[config.mk]
export PLATFORM = sky130hd
export DESIGN_NAME = cordic_arbiter_flat
export DESIGN_NICKNAME = d
export VERILOG_FILES = /design/src/rtl/cordic_pkg.sv /design/src/rtl/cordic_arbiter_if.sv /design/src/rtl/cordic_rr_pick.sv /design/src/rtl/cordic_arbiter.sv /design/src/flat_wrapper.sv
export SDC_FILE = /design/constraint.sdc
export NUM_CORES = 1
export LEC_CHECK = 0
export CORE_AREA = 8 8 223 225
export DETAILED_ROUTE_END_ITERATION = 7
export DIE_AREA = 0 0 231 233
export HOLD_SLACK_MARGIN = 0.06
export PLACE_DENSITY = 0.59
export SYNTH_ARGS = -nofsm -noshare
export SYNTH_HDL_FRONTEND = slang
export SYNTH_SLANG_ARGS = --single-unit
[constraint.sdc]
create_clock -name clk -period 5.11 [get_ports clk]
set_input_delay 0.7665 -clock clk [delete_from_list [all_inputs] [get_ports clk]]
set_output_delay 0.7665 -clock clk [all_outputs]
set_load 0.1 [all_outputs]
[src/rtl/cordic_pkg.sv]
// Shared definitions for the CORDIC arbiter slice.
// Holds the op-code map, response status codes and the arbiter FSM state encoding.
package cordic_pkg;

  // CORDIC operation codes; anything above OP_MAX is rejected without touching the core.
  localparam logic [3:0] SIN     = 4'b0000;
  localparam logic [3:0] COS     = 4'b0001;
  localparam logic [3:0] ATAN    = 4'b0010;
  localparam logic [3:0] MOD     = 4'b0011;
  localparam logic [3:0] SINH    = 4'b0100;
  localparam logic [3:0] COSH    = 4'b0101;
  localparam logic [3:0] ATANH   = 4'b0110;
  localparam logic [3:0] EXP     = 4'b0111;
  localparam logic [3:0] LN      = 4'b1000;
  localparam logic [3:0] MODH    = 4'b1001;
  localparam logic [3:0] DEFAULT = 4'b1111;
  localparam logic [3:0] OP_MAX  = 4'b1001;

  // Response status codes.
  localparam logic [1:0] ST_OK      = 2'b00;
  localparam logic [1:0] ST_TIMEOUT = 2'b01;
  localparam logic [1:0] ST_BADOP   = 2'b10;

  typedef enum logic [1:0] {
    StIdle,
    StIssue,
    StWait,
    StResp
  } state_e;

endpackage

[src/rtl/cordic_arbiter_if.sv]
// Requester-side bus of the CORDIC arbiter.
// master: client side (drives requests, receives responses).
// slave : arbiter side (accepts requests, returns one-hot responses).
//   req_valid/req_ready : per-requester handshake, req_ready is a one-hot accept pulse
//   req_op/x/y/z        : packed per-requester op code and operands
//   rsp_valid           : one-hot response pulse, rsp_result/rsp_status valid with it
interface cordic_arbiter_if #(
  parameter int unsigned WIDTH = 32,
  parameter int unsigned N_REQ = 4
);

  logic [N_REQ-1:0]       req_valid;
  logic [N_REQ-1:0]       req_ready;
  logic [4*N_REQ-1:0]     req_op;
  logic [WIDTH*N_REQ-1:0] req_x;
  logic [WIDTH*N_REQ-1:0] req_y;
  logic [WIDTH*N_REQ-1:0] req_z;
  logic [N_REQ-1:0]       rsp_valid;
  logic [WIDTH-1:0]       rsp_result;
  logic [1:0]             rsp_status;

  modport master (
    output req_valid, req_op, req_x, req_y, req_z,
    input  req_ready, rsp_valid, rsp_result, rsp_status
  );

  modport slave (
    input  req_valid, req_op, req_x, req_y, req_z,
    output req_ready, rsp_valid, rsp_result, rsp_status
  );

endinterface

[src/rtl/cordic_rr_pick.sv]
// Combinational round-robin picker.
//   req       : request vector
//   ptr       : index with highest priority this cycle
//   grant     : first set index at or after ptr, wrapping modulo N_REQ
//   any_valid : at least one request present
module cordic_rr_pick #(
  parameter int unsigned N_REQ = 4,
  parameter int unsigned ID_W  = 2
) (
  input  logic [N_REQ-1:0] req,
  input  logic [ID_W-1:0]  ptr,
  output logic [ID_W-1:0]  grant,
  output logic             any_valid
);

  logic [2*N_REQ-1:0] rot;
  logic [ID_W:0]      sum;

  always_comb begin
    // Rotating the doubled vector puts the pointer position at bit 0.
    rot = {req, req} >> ptr;
    sum = '0;
    // Walk downwards so the smallest offset from ptr is the one that sticks.
    for (int i = int'(N_REQ) - 1; i >= 0; i--) begin
      if (rot[i]) begin
        sum = {1'b0, ptr} + (ID_W+1)'(i);
      end
    end
    if (sum >= (ID_W+1)'(N_REQ)) begin
      sum = sum - (ID_W+1)'(N_REQ);
    end
    grant     = sum[ID_W-1:0];
    any_valid = |req;
  end

endmodule

[src/rtl/cordic_arbiter.sv]
// Round-robin scheduler sharing one CORDIC core between N_REQ requesters.
//   clk, rst       : clock, synchronous active-high reset
//   bus (slave)    : requester handshake, operands and one-hot responses
//   busy           : high whenever an operation is in progress
//   grant_id       : index of the current or last granted requester
//   cor_enable     : one-cycle start pulse to the CORDIC
//   cor_operation  : op code to the CORDIC (DEFAULT when idle)
//   cor_x/y/z_in   : operands to the CORDIC (zero when idle)
//   cor_result     : CORDIC result
//   cor_done       : CORDIC done level; only its rising edge in WAIT completes an op
module cordic_arbiter
  import cordic_pkg::*;
#(
  parameter int unsigned WIDTH   = 32,
  parameter int unsigned N_REQ   = 4,
  parameter int unsigned ID_W    = 2,
  parameter int unsigned TIMEOUT = 64
) (
  input  logic             clk,
  input  logic             rst,
  cordic_arbiter_if.slave  bus,
  output logic             busy,
  output logic [ID_W-1:0]  grant_id,
  output logic             cor_enable,
  output logic [3:0]       cor_operation,
  output logic [WIDTH-1:0] cor_x_in,
  output logic [WIDTH-1:0] cor_y_in,
  output logic [WIDTH-1:0] cor_z_in,
  input  logic [WIDTH-1:0] cor_result,
  input  logic             cor_done
);

  localparam int unsigned CNT_W = $clog2(TIMEOUT);

  state_e            state_q, state_d;
  logic [ID_W-1:0]   ptr_q, ptr_d;
  logic [ID_W-1:0]   grant_q, grant_d;
  logic [3:0]        op_q, op_d;
  logic [WIDTH-1:0]  x_q, x_d, y_q, y_d, z_q, z_d;
  logic [WIDTH-1:0]  result_q, result_d;
  logic [1:0]        status_q, status_d;
  logic [CNT_W-1:0]  cnt_q, cnt_d;
  logic              done_q;

  logic [ID_W-1:0]   pick_idx;
  logic              any_valid;
  logic [3:0]        sel_op;
  logic [WIDTH-1:0]  sel_x, sel_y, sel_z;
  logic              done_rise;
  logic              idle;

  cordic_rr_pick #(
    .N_REQ (N_REQ),
    .ID_W  (ID_W)
  ) u_pick (
    .req       (bus.req_valid),
    .ptr       (ptr_q),
    .grant     (pick_idx),
    .any_valid (any_valid)
  );

  // Operand mux for the picked requester.
  always_comb begin
    sel_op = '0;
    sel_x  = '0;
    sel_y  = '0;
    sel_z  = '0;
    for (int i = 0; i < int'(N_REQ); i++) begin
      if (pick_idx == ID_W'(i)) begin
        sel_op = bus.req_op[4*i +: 4];
        sel_x  = bus.req_x[WIDTH*i +: WIDTH];
        sel_y  = bus.req_y[WIDTH*i +: WIDTH];
        sel_z  = bus.req_z[WIDTH*i +: WIDTH];
      end
    end
  end

  // A done level left high by the previous operation must not count as completion.
  assign done_rise = cor_done & ~done_q;

  always_comb begin
    state_d       = state_q;
    ptr_d         = ptr_q;
    grant_d       = grant_q;
    op_d          = op_q;
    x_d           = x_q;
    y_d           = y_q;
    z_d           = z_q;
    result_d      = result_q;
    status_d      = status_q;
    cnt_d         = cnt_q;
    bus.req_ready = '0;

    case (state_q)
      StIdle: begin
        if (any_valid) begin
          bus.req_ready[pick_idx] = 1'b1;
          grant_d = pick_idx;
          op_d    = sel_op;
          x_d     = sel_x;
          y_d     = sel_y;
          z_d     = sel_z;
          if (sel_op <= OP_MAX) begin
            state_d = StIssue;
          end else begin
            status_d = ST_BADOP;
            result_d = '0;
            state_d  = StResp;
          end
        end
      end
      StIssue: begin
        cnt_d   = '0;
        state_d = StWait;
      end
      StWait: begin
        if (done_rise) begin
          result_d = cor_result;
          status_d = ST_OK;
          state_d  = StResp;
        end else if (cnt_q == CNT_W'(TIMEOUT - 1)) begin
          result_d = '0;
          status_d = ST_TIMEOUT;
          state_d  = StResp;
        end else begin
          cnt_d = cnt_q + 1'b1;
        end
      end
      StResp: begin
        ptr_d   = (grant_q == ID_W'(N_REQ - 1)) ? '0 : grant_q + 1'b1;
        state_d = StIdle;
      end
      default: state_d = StIdle;
    endcase
  end

  always_ff @(posedge clk) begin
    if (rst) begin
      state_q  <= StIdle;
      ptr_q    <= '0;
      grant_q  <= '0;
      op_q     <= DEFAULT;
      x_q      <= '0;
      y_q      <= '0;
      z_q      <= '0;
      result_q <= '0;
      status_q <= ST_OK;
      cnt_q    <= '0;
      done_q   <= 1'b0;
    end else begin
      state_q  <= state_d;
      ptr_q    <= ptr_d;
      grant_q  <= grant_d;
      op_q     <= op_d;
      x_q      <= x_d;
      y_q      <= y_d;
      z_q      <= z_d;
      result_q <= result_d;
      status_q <= status_d;
      cnt_q    <= cnt_d;
      done_q   <= cor_done;
    end
  end

  assign idle          = (state_q == StIdle);
  assign busy          = ~idle;
  assign grant_id      = grant_q;
  assign cor_enable    = (state_q == StIssue);
  assign cor_operation = idle ? DEFAULT : op_q;
  assign cor_x_in      = idle ? '0 : x_q;
  assign cor_y_in      = idle ? '0 : y_q;
  assign cor_z_in      = idle ? '0 : z_q;

  always_comb begin
    bus.rsp_valid = '0;
    if (state_q == StResp) begin
      bus.rsp_valid[grant_q] = 1'b1;
    end
  end

  assign bus.rsp_result = result_q;
  assign bus.rsp_status = status_q;

endmodule

[src/flat_wrapper.sv]
// flat-port wrapper written by rule: the top's interface ports become plain ports
module cordic_arbiter_flat import cordic_pkg::*;
#(
  parameter int unsigned WIDTH   = 32,
  parameter int unsigned N_REQ   = 4,
  parameter int unsigned ID_W    = 2,
  parameter int unsigned TIMEOUT = 64
)
  (clk, rst, busy, grant_id, cor_enable, cor_operation, cor_x_in, cor_y_in, cor_z_in, cor_result, cor_done, bus_req_valid, bus_req_op, bus_req_x, bus_req_y, bus_req_z, bus_req_ready, bus_rsp_valid, bus_rsp_result, bus_rsp_status);
  cordic_arbiter_if #(.WIDTH(WIDTH), .N_REQ(N_REQ)) bus_i ();
  input  logic clk;
  input  logic rst;
  output logic busy;
  output logic [ID_W-1:0] grant_id;
  output logic cor_enable;
  output logic [3:0] cor_operation;
  output logic [WIDTH-1:0] cor_x_in;
  output logic [WIDTH-1:0] cor_y_in;
  output logic [WIDTH-1:0] cor_z_in;
  input  logic [WIDTH-1:0] cor_result;
  input  logic cor_done;
  input wire logic [$bits(bus_i.req_valid)-1:0] bus_req_valid;
  input wire logic [$bits(bus_i.req_op)-1:0] bus_req_op;
  input wire logic [$bits(bus_i.req_x)-1:0] bus_req_x;
  input wire logic [$bits(bus_i.req_y)-1:0] bus_req_y;
  input wire logic [$bits(bus_i.req_z)-1:0] bus_req_z;
  output wire logic [$bits(bus_i.req_ready)-1:0] bus_req_ready;
  output wire logic [$bits(bus_i.rsp_valid)-1:0] bus_rsp_valid;
  output wire logic [$bits(bus_i.rsp_result)-1:0] bus_rsp_result;
  output wire logic [$bits(bus_i.rsp_status)-1:0] bus_rsp_status;
  assign bus_i.req_valid = bus_req_valid;
  assign bus_i.req_op = bus_req_op;
  assign bus_i.req_x = bus_req_x;
  assign bus_i.req_y = bus_req_y;
  assign bus_i.req_z = bus_req_z;
  assign bus_req_ready = bus_i.req_ready;
  assign bus_rsp_valid = bus_i.rsp_valid;
  assign bus_rsp_result = bus_i.rsp_result;
  assign bus_rsp_status = bus_i.rsp_status;
  cordic_arbiter #(.WIDTH(WIDTH), .N_REQ(N_REQ), .ID_W(ID_W), .TIMEOUT(TIMEOUT)) u_core (.clk(clk), .rst(rst), .bus(bus_i), .busy(busy), .grant_id(grant_id), .cor_enable(cor_enable), .cor_operation(cor_operation), .cor_x_in(cor_x_in), .cor_y_in(cor_y_in), .cor_z_in(cor_z_in), .cor_result(cor_result), .cor_done(cor_done));
endmodule
==> flow_metrics.tcl <==
set metrics [dict create \
    timing.rr.end "u_core.y_q[11]" \
    async_reset_ff_share_pct 0 \
    rows 79 \
    ant_nets 0 \
    start_util_pct 19.4 \
    r2r_slack_ns 1.75 \
    dpl.hpwl_mm 37.3 \
    seqPwrFrac_pct 21.0 \
    power_density_nw_per_um2 482 \
    fin_cells 2430 \
    critPathArrivalTime_ns 3.41 \
    path_clk_slew_ns 0.06 \
    cts_root_buffer "clkbuf_16" \
    syn_inst 1299 \
    p_leak_uw 0.00599 \
    worst_setup_path_end_kind "primary output" \
    yosys_warnings 0 \
    wirelength_mm 47.7 \
    synth_edf_count 0 \
    place_ws_ns 0.960 \
    gp_congestion 0.887 \
    grt_pass1_vias 11200 \
    finClkSkew_ns 0.0124 \
    synth.distinct_cells 50 \
    synth-seq-area-share_pct 32.9 \
    h-tree-depth 4 \
    r2r_cells 7 \
    synth.area.top_cells "dfxtp_1, nand2_1, nand3_1, nor2b_1, a21oi_1" \
    die_area_um2 53800 \
    vdd_ir_drop_max_v 0.000240 \
    p_clk_share_pct 17.5 \
    cts_resized 0 \
    final.setup.tns_ns 0 \
    ys_seq_elements 147 \
    wl_per_cell_um 19.6 \
    power.switching_uw 4060 \
    cts_buffers 17 \
    cts-hold-fix-buffers 0 \
    post-cts-setup-buffers 0 \
    hold_class "flop to flop" \
    crit_path_max_fanout 27 \
    syn-num-nets 1747 \
    portBuffers 584 \
    slew_headroom_pct 9.59 \
    route.vias.total 11100 \
    swShare_pct 52.9 \
    crit_path_start_kind "primary input" \
    die_y_um 233 \
    yosysTopAreaCell "dfxtp_1" \
    core_um2 46100 \
    fin_util_pct 34.6 \
    internal_power_uw 3610 \
    die_w_um 231 \
    final_max_slew_viol_count 0 \
    grt_max_degree 97 \
    fin_crit_sh_pct 81.7 \
    cts_buffer_depth 2 \
    required_ns 4.34 \
    fin_crit_ns 4.17 \
    crit_type "primary input to primary output" \
    endpoint "bus_req_ready[3]" \
    final-setup-viol-count 0 \
    comb_power_share_pct 61.6 \
    drc_errors 0 \
    synth-main-ff-cell "dfxtp_1" \
    synth.top_cell.area_share_pct 32.9 \
    cts.sinks 147 \
    final_nets 2259 \
    drt_pass1_iterations 5 \
    cts_tree "yes" \
    io_pins 585 \
    insertion_delay_ns 0.45 \
    grt_pass1_wl_mm 69.0 \
    synth.avg_cell_area_um2 6.88 \
    dp.cells 2399 \
    initialDrtViolationCount 556 \
    tightest_slew_ns 1.35 \
    startpoint "bus_req_valid[2]" \
    power_uw 7670 \
    setup_ws_ns 0.936 \
    grt_overflow_total 0 \
    drive_gt1_share_pct 4.39 \
    vias_per_cell 4.57 \
    syn2layout_area_growth_pct 78.0 \
    grt_usage_pct 16.8 \
    rsz0062_at_grt "no" \
    crit-reg2reg-launch "u_core.state_q[0]" \
    drv_cap 0 \
    status "complete, no violations" \
    netlist_area_um2 8940 \
    antenna_cells 0 \
    clock.fmax_mhz 240 \
    final_hold_viol_count 0 \
    antenna_found_initial 0 \
]
==> metrics by stage <==
step / hold WS (ns) / cell area, µm²
after global routing: 0.465 / 15900
after CTS: 0.451 / 15900
final: 0.449 / 15900
after global placement: 0.439 / 15300
after detailed placement: 0.442 / 15300
after floorplan: 0.432 / 8940
==> cell usage in the layout, fill, tap and decap left out, drive strengths merged, types with 6 or more instances in the layout <==
cell           instances
buf                   30
mux2i                 27
nand3                216
nand2                399
dfxtp                147
nor3b                  6
nor2b                101
a21oi                105
a22oi                 26
clkdlybuf4s50        576
inv                    8
nor2                  16
a22o                  32
ha                     9
clkbuf                22
o2bb2ai               26
or2                    7
==> metal layers <==
| layer | routed length, µm | global-route usage [%] |
|---|---|---|
| met1 | 19500 | 19.5 |
| met3 | 3610 | 5.22 |
| met4 | 1090 | 5.40 |
| met5 | 0 | 0 |
| met2 | 23400 | 29.1 |
==> Yosys cell counts (4+ instances only) <==
master	count
ha_1	9
o211ai_1	4
a22oi_1	26
nor2b_1	100
buf_2	13
inv_1	8
or2_2	4
a21oi_1	105
a22o_1	32
nand3_1	216
dfxtp_1	147
buf_1	5
nor3b_1	6
nor3_1	4
nor2_1	16
o21a_1	4
nand2_1	399
buf_6	5
o2bb2ai_1	26
and2_1	4
o21ai_0	5
clkbuf_1	90
mux2i_1	27
==> layout make-up <==
type	instances	area, µm²
Fill cell	4953	30100
Inverter	9	33.8
Tap cell	607	759
Sequential cell	147	2940
Timing Repair Buffer	606	6030
Clock inverter	9	155
Clock buffer	22	454
Multi-Input combinational cell	1030	5550
==> worst min-delay path by stage <==
stage | start | to | slack [ns] | depth (start not counted)
final | u_core.x_q[17] | u_core.x_q[17] | 0.45 | 2
after global placement | u_core.x_q[6] | u_core.x_q[6] | 0.44 | 2
after global routing | u_core.y_q[20] | u_core.y_q[20] | 0.46 | 2
after detailed placement | u_core.y_q[28] | u_core.y_q[28] | 0.44 | 2
after floorplan | u_core.x_q[0] | u_core.x_q[0] | 0.43 | 2
after CTS | u_core.y_q[13] | u_core.y_q[13] | 0.45 | 2
==> power by group through the flow <==
stage               registers (µW)  logic (µW)  clock network, µW
CTS                           1610        4790               1390
floorplan                     1760        3130                  0
global placement              1620        4760                  0
finish                        1610        4720               1340
global route                  1650        5020               1430
detailed placement            1630        4780                  0
==> worst max-delay path: stages <==
cell and delay, ns:
clkdlybuf4s50_1 0.57, nor2b_4 0.24, a311oi_2 0.11, or2_4 0.34
nor3_4 1.08, buf_12 0.27
==> registers in the layout (all words and copies together) (netlist names) <==
signal                 cells
u_core.cnt_q               6
u_core.y_q                32
u_core.x_q                32
u_core.bus.rsp_status      2
u_core.op_q                4
u_core.done_q              1
u_core.grant_id            2
u_core.state_q             2
u_core.ptr_q               2
u_core.z_q                32
u_core.bus.rsp_result     32
==> cell families (layout without fill, tap and decap cells) <==
kind of cell / after synthesis / in the layout / synth area share [%]
flip-flops: 147 / 147 / 32.9
XOR/XNOR: 5 / 5 / 0.490
buffers and inverters: 122 / 646 / 5.72
multiplexers: 27 / 27 / 3.02
AO/OA/AOI/OAI: 220 / 220 / 17.0
adder cells (fa/ha/maj): 9 / 9 / 1.26
AND/OR/NAND/NOR: 769 / 769 / 39.6
No activity file was read; power rests on OpenSTA's default activity.
